**src/rtl/multdiv_unit.sv**
```systemverilog
// multdiv_unit: iterative signed mul/div, one bit per cycle; result_rdy pulses WIDTH+2 cycles after accept (div by zero: 1).
// No handshake: stall holds the pipe while busy. Define MULTDIV_OVF_EN to flag multiply overflow via exception.
module multdiv_unit #(
   parameter int WIDTH = 32,
   parameter int CNT_W = 6
) (
   input  logic             clock,
   input  logic             reset_n,
   input  logic [31:0]      DXIR,
   input  logic             issue,
   input  logic             flush,
   input  logic [WIDTH-1:0] operandA,
   input  logic [WIDTH-1:0] operandB,
   output logic             is_md,
   output logic             stall,
   output logic [WIDTH-1:0] result,
   output logic [4:0]       result_rd,
   output logic             result_rdy,
   output logic             exception
);

   typedef enum logic [1:0] {IDLE, RUN, FIX, DONE} state_t;

   state_t             state;
   logic [CNT_W-1:0]   counter;
   logic [2*WIDTH-1:0] acc;
   logic [WIDTH-1:0]   mag_b;
   logic               neg;
   logic               is_div;

   logic [4:0]         opcode;
   logic [4:0]         aluop;
   logic [WIDTH-1:0]   mag_a_in;
   logic [WIDTH-1:0]   mag_b_in;
   logic [WIDTH:0]     mul_sum;
   logic [WIDTH:0]     div_sh;
   logic [WIDTH:0]     div_diff;
   logic [WIDTH-1:0]   fix_lo;
   logic               unused_ir;

   assign opcode    = DXIR[31:27];
   assign aluop     = DXIR[6:2];
   assign unused_ir = ^{DXIR[21:7], DXIR[1:0]};

   assign is_md = (opcode == 5'd0) && ((aluop == 5'd6) || (aluop == 5'd7));
   assign stall = ((state == IDLE) && is_md && issue) || (state == RUN) || (state == FIX);

   assign mag_a_in = operandA[WIDTH-1] ? -operandA : operandA;
   assign mag_b_in = operandB[WIDTH-1] ? -operandB : operandB;

   // mul: acc = {partial high, remaining multiplier}; the add result shifts in from the top
   assign mul_sum = {1'b0, acc[2*WIDTH-1:WIDTH]} + (acc[0] ? {1'b0, mag_b} : {(WIDTH+1){1'b0}});

   // div: acc = {partial remainder, dividend bits shifting out / quotient bits shifting in}
   assign div_sh   = {acc[2*WIDTH-1:WIDTH], acc[WIDTH-1]};
   assign div_diff = div_sh - {1'b0, mag_b};

   assign fix_lo = neg ? -acc[WIDTH-1:0] : acc[WIDTH-1:0];

`ifdef MULTDIV_OVF_EN
   logic [2*WIDTH-1:0] prod_signed;
   logic               mul_ovf;
   assign prod_signed = neg ? -acc : acc;
   assign mul_ovf     = prod_signed[2*WIDTH-1:WIDTH] != {WIDTH{prod_signed[WIDTH-1]}};
`endif

   always_ff @(posedge clock) begin
      if (!reset_n) begin
         state      <= IDLE;
         counter    <= '0;
         acc        <= '0;
         mag_b      <= '0;
         neg        <= 1'b0;
         is_div     <= 1'b0;
         result     <= '0;
         result_rd  <= '0;
         result_rdy <= 1'b0;
         exception  <= 1'b0;
      end else begin
         result_rdy <= 1'b0;
         if (flush) begin
            state <= IDLE;
         end else begin
            case (state)
               IDLE: begin
                  if (is_md && issue) begin
                     is_div    <= aluop[0];
                     neg       <= operandA[WIDTH-1] ^ operandB[WIDTH-1];
                     result_rd <= DXIR[26:22];
                     exception <= 1'b0;
                     counter   <= '0;
                     mag_b     <= mag_b_in;
                     acc       <= {{WIDTH{1'b0}}, mag_a_in};
                     if (aluop[0] && (operandB == '0)) begin
                        result     <= '0;
                        exception  <= 1'b1;
                        result_rdy <= 1'b1;
                        state      <= DONE;
                     end else begin
                        state <= RUN;
                     end
                  end
               end
               RUN: begin
                  if (is_div) begin
                     if (div_diff[WIDTH])
                        acc <= {div_sh[WIDTH-1:0], acc[WIDTH-2:0], 1'b0};
                     else
                        acc <= {div_diff[WIDTH-1:0], acc[WIDTH-2:0], 1'b1};
                  end else begin
                     acc <= {mul_sum, acc[WIDTH-1:1]};
                  end
                  counter <= counter + CNT_W'(1);
                  if (counter == CNT_W'(WIDTH - 1))
                     state <= FIX;
               end
               FIX: begin
                  result     <= fix_lo;
`ifdef MULTDIV_OVF_EN
                  exception  <= !is_div && mul_ovf;
`endif
                  result_rdy <= 1'b1;
                  state      <= DONE;
               end
               DONE: state <= IDLE;
               default: state <= IDLE;
            endcase
         end
      end
   end

endmodule

```
**config.mk**
```make
export PLATFORM = sky130hd
export DESIGN_NAME = multdiv_unit
export DESIGN_NICKNAME = d
export VERILOG_FILES = /design/src/rtl/multdiv_unit.sv
export SDC_FILE = /design/constraint.sdc
export NUM_CORES = 1
export LEC_CHECK = 0
export BUFFER_PORTS_ARGS = -buffer_cell sky130_fd_sc_hd__buf_2
export CORE_ASPECT_RATIO = 1.25
export CORE_MARGIN = 4
export CORE_UTILIZATION = 60
export CTS_CLUSTER_SIZE = 28
export DETAILED_ROUTE_END_ITERATION = 16
export PLACE_DENSITY = 0.79
export SLEW_MARGIN = 0
export SYNTH_ARGS = -nofsm -noshare
export SYNTH_HDL_FRONTEND = slang
export SYNTH_SLANG_ARGS = --single-unit
```
**constraint.sdc**
```tcl
create_clock -name clock -period 3.6 [get_ports clock]
set_input_delay 0.36 -clock clock [delete_from_list [all_inputs] [get_ports clock]]
set_output_delay 0.36 -clock clock [all_outputs]
set_load 0.02 [all_outputs]
```
After elaboration in Yosys (flattened, before gate mapping)
Index checks and enable logic that the tools add are counted.

cells by class
  reduce and logical (&&, ||, !) cells = 18
  equal/unequal tests = 9
  bitwise logic cells = 3
  mux-type cells = 20
  add/sub/neg operators = 6

operators with widths
  kind                                                    count
  2-to-1 mux 32 bit                                       6
  2-to-1 mux 64 bit                                       3
  case mux 64 bit (2 select lines)                        1
  negator 32 bit                                          3
  case mux 32 bit (2 select lines)                        1
  adder 32 x 32 -> 33 bit                                 1
  subtractor 33 x 32 -> 33 bit                            1
  logical NOT 32 bit                                      1
  case mux 6 bit (2 select lines)                         1
  equality test 5 x 3 -> 1 bit (second input constant)    2
  case mux 2 bit (4 select lines)                         1
  adder 6 x 1 -> 6 bit (second input constant)            1
  equality test 6 x 5 -> 1 bit (second input constant)    1
  2-to-1 mux 2 bit                                        3
  2-to-1 mux 6 bit                                        1
  inequality test 2 x 1 -> 1 bit (second input constant)  3
  AND reduction 3 bit                                     2
  logical AND 1 bit                                       5
  logical NOT 5 bit                                       1
  equality test 2 bit (second input constant)             2
  AND reduction 4 bit                                     1
  nonzero test 2 bit                                      2
  logical OR 1 bit                                        3
  equality test 2 x 1 -> 1 bit (second input constant)    1
  other kinds (7)                                         9

storage, ports and cells
  register bits = 145
  input port bits = 100
  word-level logic and storage cells = 66
  output and inout port bits = 41

Logic depth before layout (Yosys ltp)
Gate-level depths: netlist (run 1).

  word-level depth = 7
  gate-level depth with buffers = 15
  mapped depth without buffers = 13

Worst setup path before layout (run 1)
OpenSTA, ideal clock, no wires.

  kind = register -> register
  start = register acc[0]
  end = register acc[54]
  path buffers = 1
  data arrival time = 2883 ps
  stages on the path, launching flop included = 13
  setup slack = 589 ps
  required time = 3472 ps
  library setup time = 128 ps
  path through = dfxtp_1 -> inv_1 -> clkbuf_1 -> nor2_1 -> ha_1 -> a21o_1 -> a21o_1 -> a21o_1 -> a221o_1 -> a31o_2 -> a311o_1 -> a32oi_1 -> o21ai_0

between the ends
  word-level cells in the longest chain between the ends = 4

RTL lines
  what                              RTL line  text
  start, declared                   26        logic [2*WIDTH-1:0] acc;
  start signal, assigned            93        acc <= {{WIDTH{1'b0}}, mag_a_in};
  start signal, assigned            107       acc <= {div_sh[WIDTH-1:0], acc[WIDTH-2:0], 1'b0};
  start signal, assigned            109       acc <= {div_diff[WIDTH-1:0], acc[WIDTH-2:0], 1'b1};
  2-to-1 mux 32 bit                 52        assign mul_sum = {1'b0, acc[2*WIDTH-1:WIDTH]} + (acc[0] ? {1'b0, mag_b} : {(WIDTH+1){1'b0}});
  adder 32 x 32 -> 33 bit           52
  2-to-1 mux 64 bit                 105       if (is_div) begin
  case mux 64 bit (2 select lines)  84        case (state)

Every way passes these cells.
A chain may end at the register's enable or synchronous reset.

Worst setup path in the final report (run 1)
  start = register acc[0]
  end = register acc[57]

Same word-level chain as after synthesis.

==> results.yml, run 1 <==
clock_tree:
  path_clk_slew_ps: 70
  cts_setup_buffers: 0
  cts_resized: 0
  cts_tree: "yes"
  clockRootBuffer: "clkbuf_16"
  htreeDepth: 4
  clkLatencyLatePin_ps: 430
  cts_num_sinks: 145
  clock_path_buffers: 2
  cts_made_buffers: 17
  ctsHoldBuffers: 0
die:
  dieArea_um2: 21900
  ioPinCount: 141
  initial_core_util_pct: 61.8
  dieHeight_um: 164
  rows: 56
  die_w_um: 133
  core_um2: 19000
logic_synthesis:
  synth_area_um2: 11700
  ys_top_cells_by_area: "dfxtp_1 (25%), ha_1 (7.6%), a21oi_1 (6.1%)"
  synth-seq-cells: 145
  synth.distinct_cells: 76
  synth_area_leader_cell: "dfxtp_1"
  syn_nets: 1722
  ys_warn_count: 0
  ys_async_sr_fraction_pct: 0
  postSynthAreaPerCell_um2: 7.57
  ys_seq_area_share_pct: 24.8
  synth_top_flop_cell: "dfxtp_1"
  synth-edff-count: 0
  synth_top_area_share_pct: 24.8
  syn_inst: 1549
detailed_routing:
  firstDrtPassIters: 6
  wl_per_cell_um: 18.1
  via_count: 12000
  antenna_left: 0
  drc: 0
  wl_met1_um: 13300
  highest_layer: "met4"
  drtIter0Drc: 808
  wirelength_um: 34900
  viasPerCell: 6.21
  wl_met3_um: 1700
  met2_length_um: 17900
global_route:
  grt_max_degree: 71
  gr-total-overflow: 0
  antenna_found_initial: 0
  grt_pass1_wl_um: 56400
  grt_use_total_pct: 31.5
  grt_pass1_vias: 11500
setup_path:
  path_class: "reg2reg"
  crit_buf_inv: 2
  critPathTopFamily: "compound AO/OA/AOI/OAI gates"
  worstPathRequired_ps: 3920
  arrival_ps: 3720
  worstPathCellList: "and2_1 -> ha_1 -> inv_1 -> fa_1 -> nor2b_1 -> o31ai_1 -> a21oi_1 -> a31oi_1 -> buf_4 -> o21ai_0 -> a41oi_1 -> xnor2_1 -> a211oi_1 -> a2111oi_2"
  crit_slowest_cell: "dfxtp_1"
  crit_path_max_fanout: 4
  max_stage_delay_ps: 400
  setup.worst_path.end_class: "flop"
  cp-start-kind: "flop"
timing:
  skew_ps: 6.58
  fin_crit_ps: 3400
  rsz0062_at_grt: "false"
  relSlewSlack_pct: 42.8
  hold_slack_ps: 163
  maxSlewViolCount: 0
  finalSetupViolCount: 0
  tightest_slew_ps: 858
  post-route-period-util_pct: 94.5
  finalSetupTns_ps: 0
  finalHoldViolCount: 0
  max_freq_ghz: 0.294
run:
  drv_cap: 0
pwr:
  p_leak_nw: 5.58
  ir_drop_mv: 0.328
  power_density_nw_per_um2: 277
layout:
  final_core_util_pct: 70.3
  final_cell_mix: "nand2_1 (176), a21oi_1 (144), dfxtp_1 (144)"
  final_common_cell: "nand2_1"
  nets: 1826
  drive_gt1_share_pct: 14.8
  n_fill_cell: 1594
  area_growth_pct: 13.9
placement:
  hpwl_um: 26000
  port_buffers: 123
  place_congestion: 0.923
status:
  status: "completed"
worst_hold_path:
  hp-class: "in2reg"
==> registers in the layout, summed over array words and instances, names as in the netlist <==
register	flops
result_rd	5
counter	6
neg	1
result	32
state	2
is_div	1
mag_b	32
exception	1
acc	64
result_rdy	1
==> per-stage QoR <==
| step | setup slack [ps] | total power [W] | std cells | cell area, µm² |
|---|---|---|---|---|
| 4_1_cts | 285 | 0.00371 | 1927 | 13300 |
| 6_report | 197 | 0.00370 | 1929 | 13400 |
| 3_5_place_dp | 226 | 0.00190 | 1895 | 12700 |
| 5_1_grt | 7.55 | 0.00379 | 1927 | 13300 |
| 3_3_place_gp | 263 | 0.00189 | 1895 | 12700 |
| 2_1_floorplan | 589 | 0.00178 | 1549 | 11700 |
==> final timing paths <==
kind,cells after the start,slack [ps],start,endpoint
hold reg to reg,2,450,result[2]$_SDFFE_PN0P_,result[2]$_SDFFE_PN0P_
setup / recovery,14,200,acc[0]$_SDFFE_PN0P_,acc[57]$_SDFFE_PN0P_
setup reg to reg,14,200,acc[0]$_SDFFE_PN0P_,acc[57]$_SDFFE_PN0P_
hold / removal,3,160,DXIR[22],result_rd[0]$_SDFFE_PN0P_
==> cell usage after synthesis, drive strengths merged (7+ instances only) <==
cell type,n
a211oi,43
a21o,33
a21oi,144
a22oi,21
a31oi,9
and2,7
and3,13
buf,12
clkbuf,75
dfxtp,145
ha,71
inv,57
mux2i,52
nand2,176
nand2b,15
nand3,48
nand4,10
nor2,133
nor2b,9
nor3,24
o211ai,29
o21a,9
o21ai,100
o31ai,21
o41ai,12
or2,14
or3,19
or4,18
xnor2,78
xor2,62
==> power breakdown <==
part / switching [W] / internal [W] / leakage [nW] / total, W
registers: 0.000000498 / 0.00160 / 1.17 / 0.00160
logic: 0.000159 / 0.000103 / 4.12 / 0.000262
clock network: 0.000796 / 0.00104 / 0.293 / 0.00184
total: 0.000955 / 0.00275 / 5.58 / 0.00370
==> cell families (layout without fill, tap and decap cells) <==
| logic type | count (synthesis) | in the layout | share of synthesized area [%] |
|---|---|---|---|
| adder cells (fa/ha/maj) | 73 | 73 | 7.92 |
| multiplexers | 55 | 55 | 4.73 |
| flip-flops | 145 | 145 | 24.8 |
| buffers and inverters | 145 | 262 | 4.81 |
| other | 0 | 2 | 0 |
| AO/OA/AOI/OAI | 482 | 482 | 26.7 |
| XOR/XNOR | 140 | 140 | 10.5 |
| AND/OR/NAND/NOR | 509 | 509 | 20.6 |
==> worst register-to-register path, cell delays in order, from the launching register on <==
cell,delay (ps)
dfxtp_1,400
and2_1,150
ha_1,180
inv_1,60
fa_1,400
nor2b_1,180
o31ai_1,110
a21oi_1,270
a31oi_1,160
buf_4,170
o21ai_0,380
a41oi_1,210
xnor2_1,210
a211oi_1,90
a2111oi_2,310
==> routing by layer <==
layer / vias to the layer above / global-route usage [%]
li1: 5833 / -
met4: 0 / 17.8
met5: - / 0
met2: 421 / 57.6
met3: 130 / 4.66
met1: 5587 / 34.8
==> final cells by class <==
type	count	area, µm²	share of cell area (%)
clock inverter	15	174	1.30
tap	261	327	2.45
inverter	58	219	1.64
multi-input combinational	1259	8280	62.0
antenna	2	5.00	0.0375
timing repair buffer	172	1020	7.65
clock buffer	17	425	3.19
sequential	145	2900	21.7
Power figures use the tool's default switching activity.
==> run 2, diff against run 1 <==
--- a/config.mk
+++ b/config.mk
@@ -5,8 +5,8 @@
 export SDC_FILE = /design/constraint.sdc
 export NUM_CORES = 1
 export LEC_CHECK = 0
+export ABC_CLOCK_PERIOD_IN_PS = 3600
 export BUFFER_PORTS_ARGS = -buffer_cell sky130_fd_sc_hd__buf_2
-export CORE_ASPECT_RATIO = 1.25
 export CORE_MARGIN = 4
 export CORE_UTILIZATION = 60
 export CTS_CLUSTER_SIZE = 28
==> run 2 against run 1 <==
  * Core utilization about the same
  * Worst setup slack worse by 13 ps
  * Clock skew increased by 1.5 ps
  * Register-to-register slack barely moved
  * Critical path depth did not move
  * Die area barely moved
  * Clock power grew 2%
  * Via count about the same
  * Sequential power is essentially flat
  * Sequential cell count unchanged
  * Combinational power hardly changed
  * First-iteration DRC count up 38%
  * Critical path type unchanged
==> results.yml, run 2 (synthesis gave the netlist of run 1 again) <==
status:
  status: "completed"
detailed_routing:
  drtIter0Drc: 1111
  antenna_left: 0
  wl_per_cell_um: 17.7
  firstDrtPassIters: 5
  drc: 0
  wirelength_um: 33900
  via_count: 12000
  viasPerCell: 6.24
placement:
  placed_area_um2: 12700
  port_buffers: 123
  hpwl_um: 25300
  place_congestion: 0.954
timing:
  finalSetupTns_ps: 0
  maxSlewViolCount: 0
  rsz0062_at_grt: "false"
  max_freq_ghz: 0.293
  relSlewSlack_pct: 44.7
  finalHoldViolCount: 0
  tightest_slew_ps: 828
  post-route-period-util_pct: 94.9
  fin_crit_ps: 3420
  finalSetupViolCount: 0
  skew_ps: 8.05
worst_hold_path:
  hp-class: "in2reg"
global_route:
  grt_pass1_vias: 10900
  met2_usage_pct: 43.5
  gr-usage-met3_pct: 7.97
  grt_pass1_wl_um: 54300
  grt.busiest_layer: "met1"
  grt_max_degree: 76
  antenna_found_initial: 2
  use_met1_pct: 44.1
  grt_use_total_pct: 30.0
  gr-total-overflow: 0
setup_path:
  path_class: "reg2reg"
  worstPathCellList: "and2_1 -> ha_1 -> inv_1 -> fa_1 -> nor2b_1 -> o31ai_1 -> a21oi_1 -> a31oi_1 -> buf_4 -> o21ai_0 -> a41oi_1 -> xnor2_1 -> a211oi_1 -> a2111oi_2"
  arrival_ps: 3710
  max_stage_delay_ps: 480
  critPathTopFamily: "compound AO/OA/AOI/OAI gates"
  crit_path_max_fanout: 7
  worstPathRequired_ps: 3890
  setup.worst_path.end_class: "flop"
  crit_buf_inv: 2
  cp-start-kind: "flop"
  crit_slowest_cell: "dfxtp_1"
die:
  die_w_um: 148
  core_um2: 19000
  ioPinCount: 141
  dieArea_um2: 21800
  initial_core_util_pct: 61.9
  dieHeight_um: 148
  rows: 50
clock_tree:
  cts_setup_buffers: 0
  clockRootBuffer: "clkbuf_16"
  htreeDepth: 4
  clkLatencyLatePin_ps: 430
  cts_num_sinks: 145
  cts_made_buffers: 17
  path_clk_slew_ps: 60
  clock_path_buffers: 2
  cts_tree: "yes"
layout:
  final_cell_mix: "nand2_1 (176), a21oi_1 (144), dfxtp_1 (144)"
  fin_area_um2: 13300
  reg_top3: "acc (64), mag_b (32), result (32)"
  largest_reg_flops: 64
  area_growth_pct: 13.6
  top_register: "acc"
  nets: 1818
  final_common_cell: "nand2_1"
  diodes: 0
  drive_gt1_share_pct: 14.4
  n_fill_cell: 1561
pwr:
  p_leak_nw: 5.56
  ir_drop_mv: 0.300
  power_density_nw_per_um2: 282
run:
  drv_cap: 0
## run 2: tightest hold or removal path, delay by kind of cell
kind | cells | cell delay, ps
simple gates | 1 | 40
compound gates | 1 | 50
buf+inv | 1 | 100
## run 2: timing repair
item / 4_1_cts / 5_1_grt
setup endpoints to repair: 0 / 1
hold endpoints to repair: 0 / 0
resized for setup: 0 / 1
hold buffers: 0 / 0
## run 2: path summary, 6_finish.rpt
path,from,to,slack (ps),cells after the start
hold reg to reg,result[7]$_SDFFE_PN0P_,result[7]$_SDFFE_PN0P_,450,2
setup reg to reg,acc[0]$_SDFFE_PN0P_,acc[57]$_SDFFE_PN0P_,180,14
hold / removal,DXIR[23],result_rd[1]$_SDFFE_PN0P_,160,3
setup / recovery,acc[0]$_SDFFE_PN0P_,acc[57]$_SDFFE_PN0P_,180,14
## run 2: area by class of cell
type	count	area (µm²)	area share, %
Clock inverter	12	171	1.29
Tap cell	260	325	2.44
Multi-Input combinational cell	1259	8280	62.2
Timing Repair Buffer	164	973	7.31
Inverter	58	219	1.64
Sequential cell	145	2900	21.8
Clock buffer	20	447	3.35
## run 2: through the flow
step                      worst slack [ps]  instances  utilization (%)  power, W  hold slack, ps
after detailed placement               286       1886             67.0   0.00190             442
after CTS                              259       1918             70.3   0.00375             164
after global routing                  3.68       1918             70.3   0.00385             174
after floorplan                        589       1549                -   0.00178             432
final                                  185       1918             70.3   0.00375             165
after global placement                 355       1886             67.0   0.00189             438
## run 2: where the power goes
part / total, W / switching, W / leakage [nW] / internal, W
sequential: 0.00160 / 0.000000586 / 1.17 / 0.00160
clock: 0.00188 / 0.000758 / 0.302 / 0.00113
combinational: 0.000264 / 0.000162 / 4.09 / 0.000102
## run 2: routing by layer
metal | vias to the layer above | wire, µm
met3 | 56 | 3590
met2 | 534 | 14200
li1 | 5816 | -
met1 | 5552 | 15600
met5 | - | 29
met4 | 4 | 514
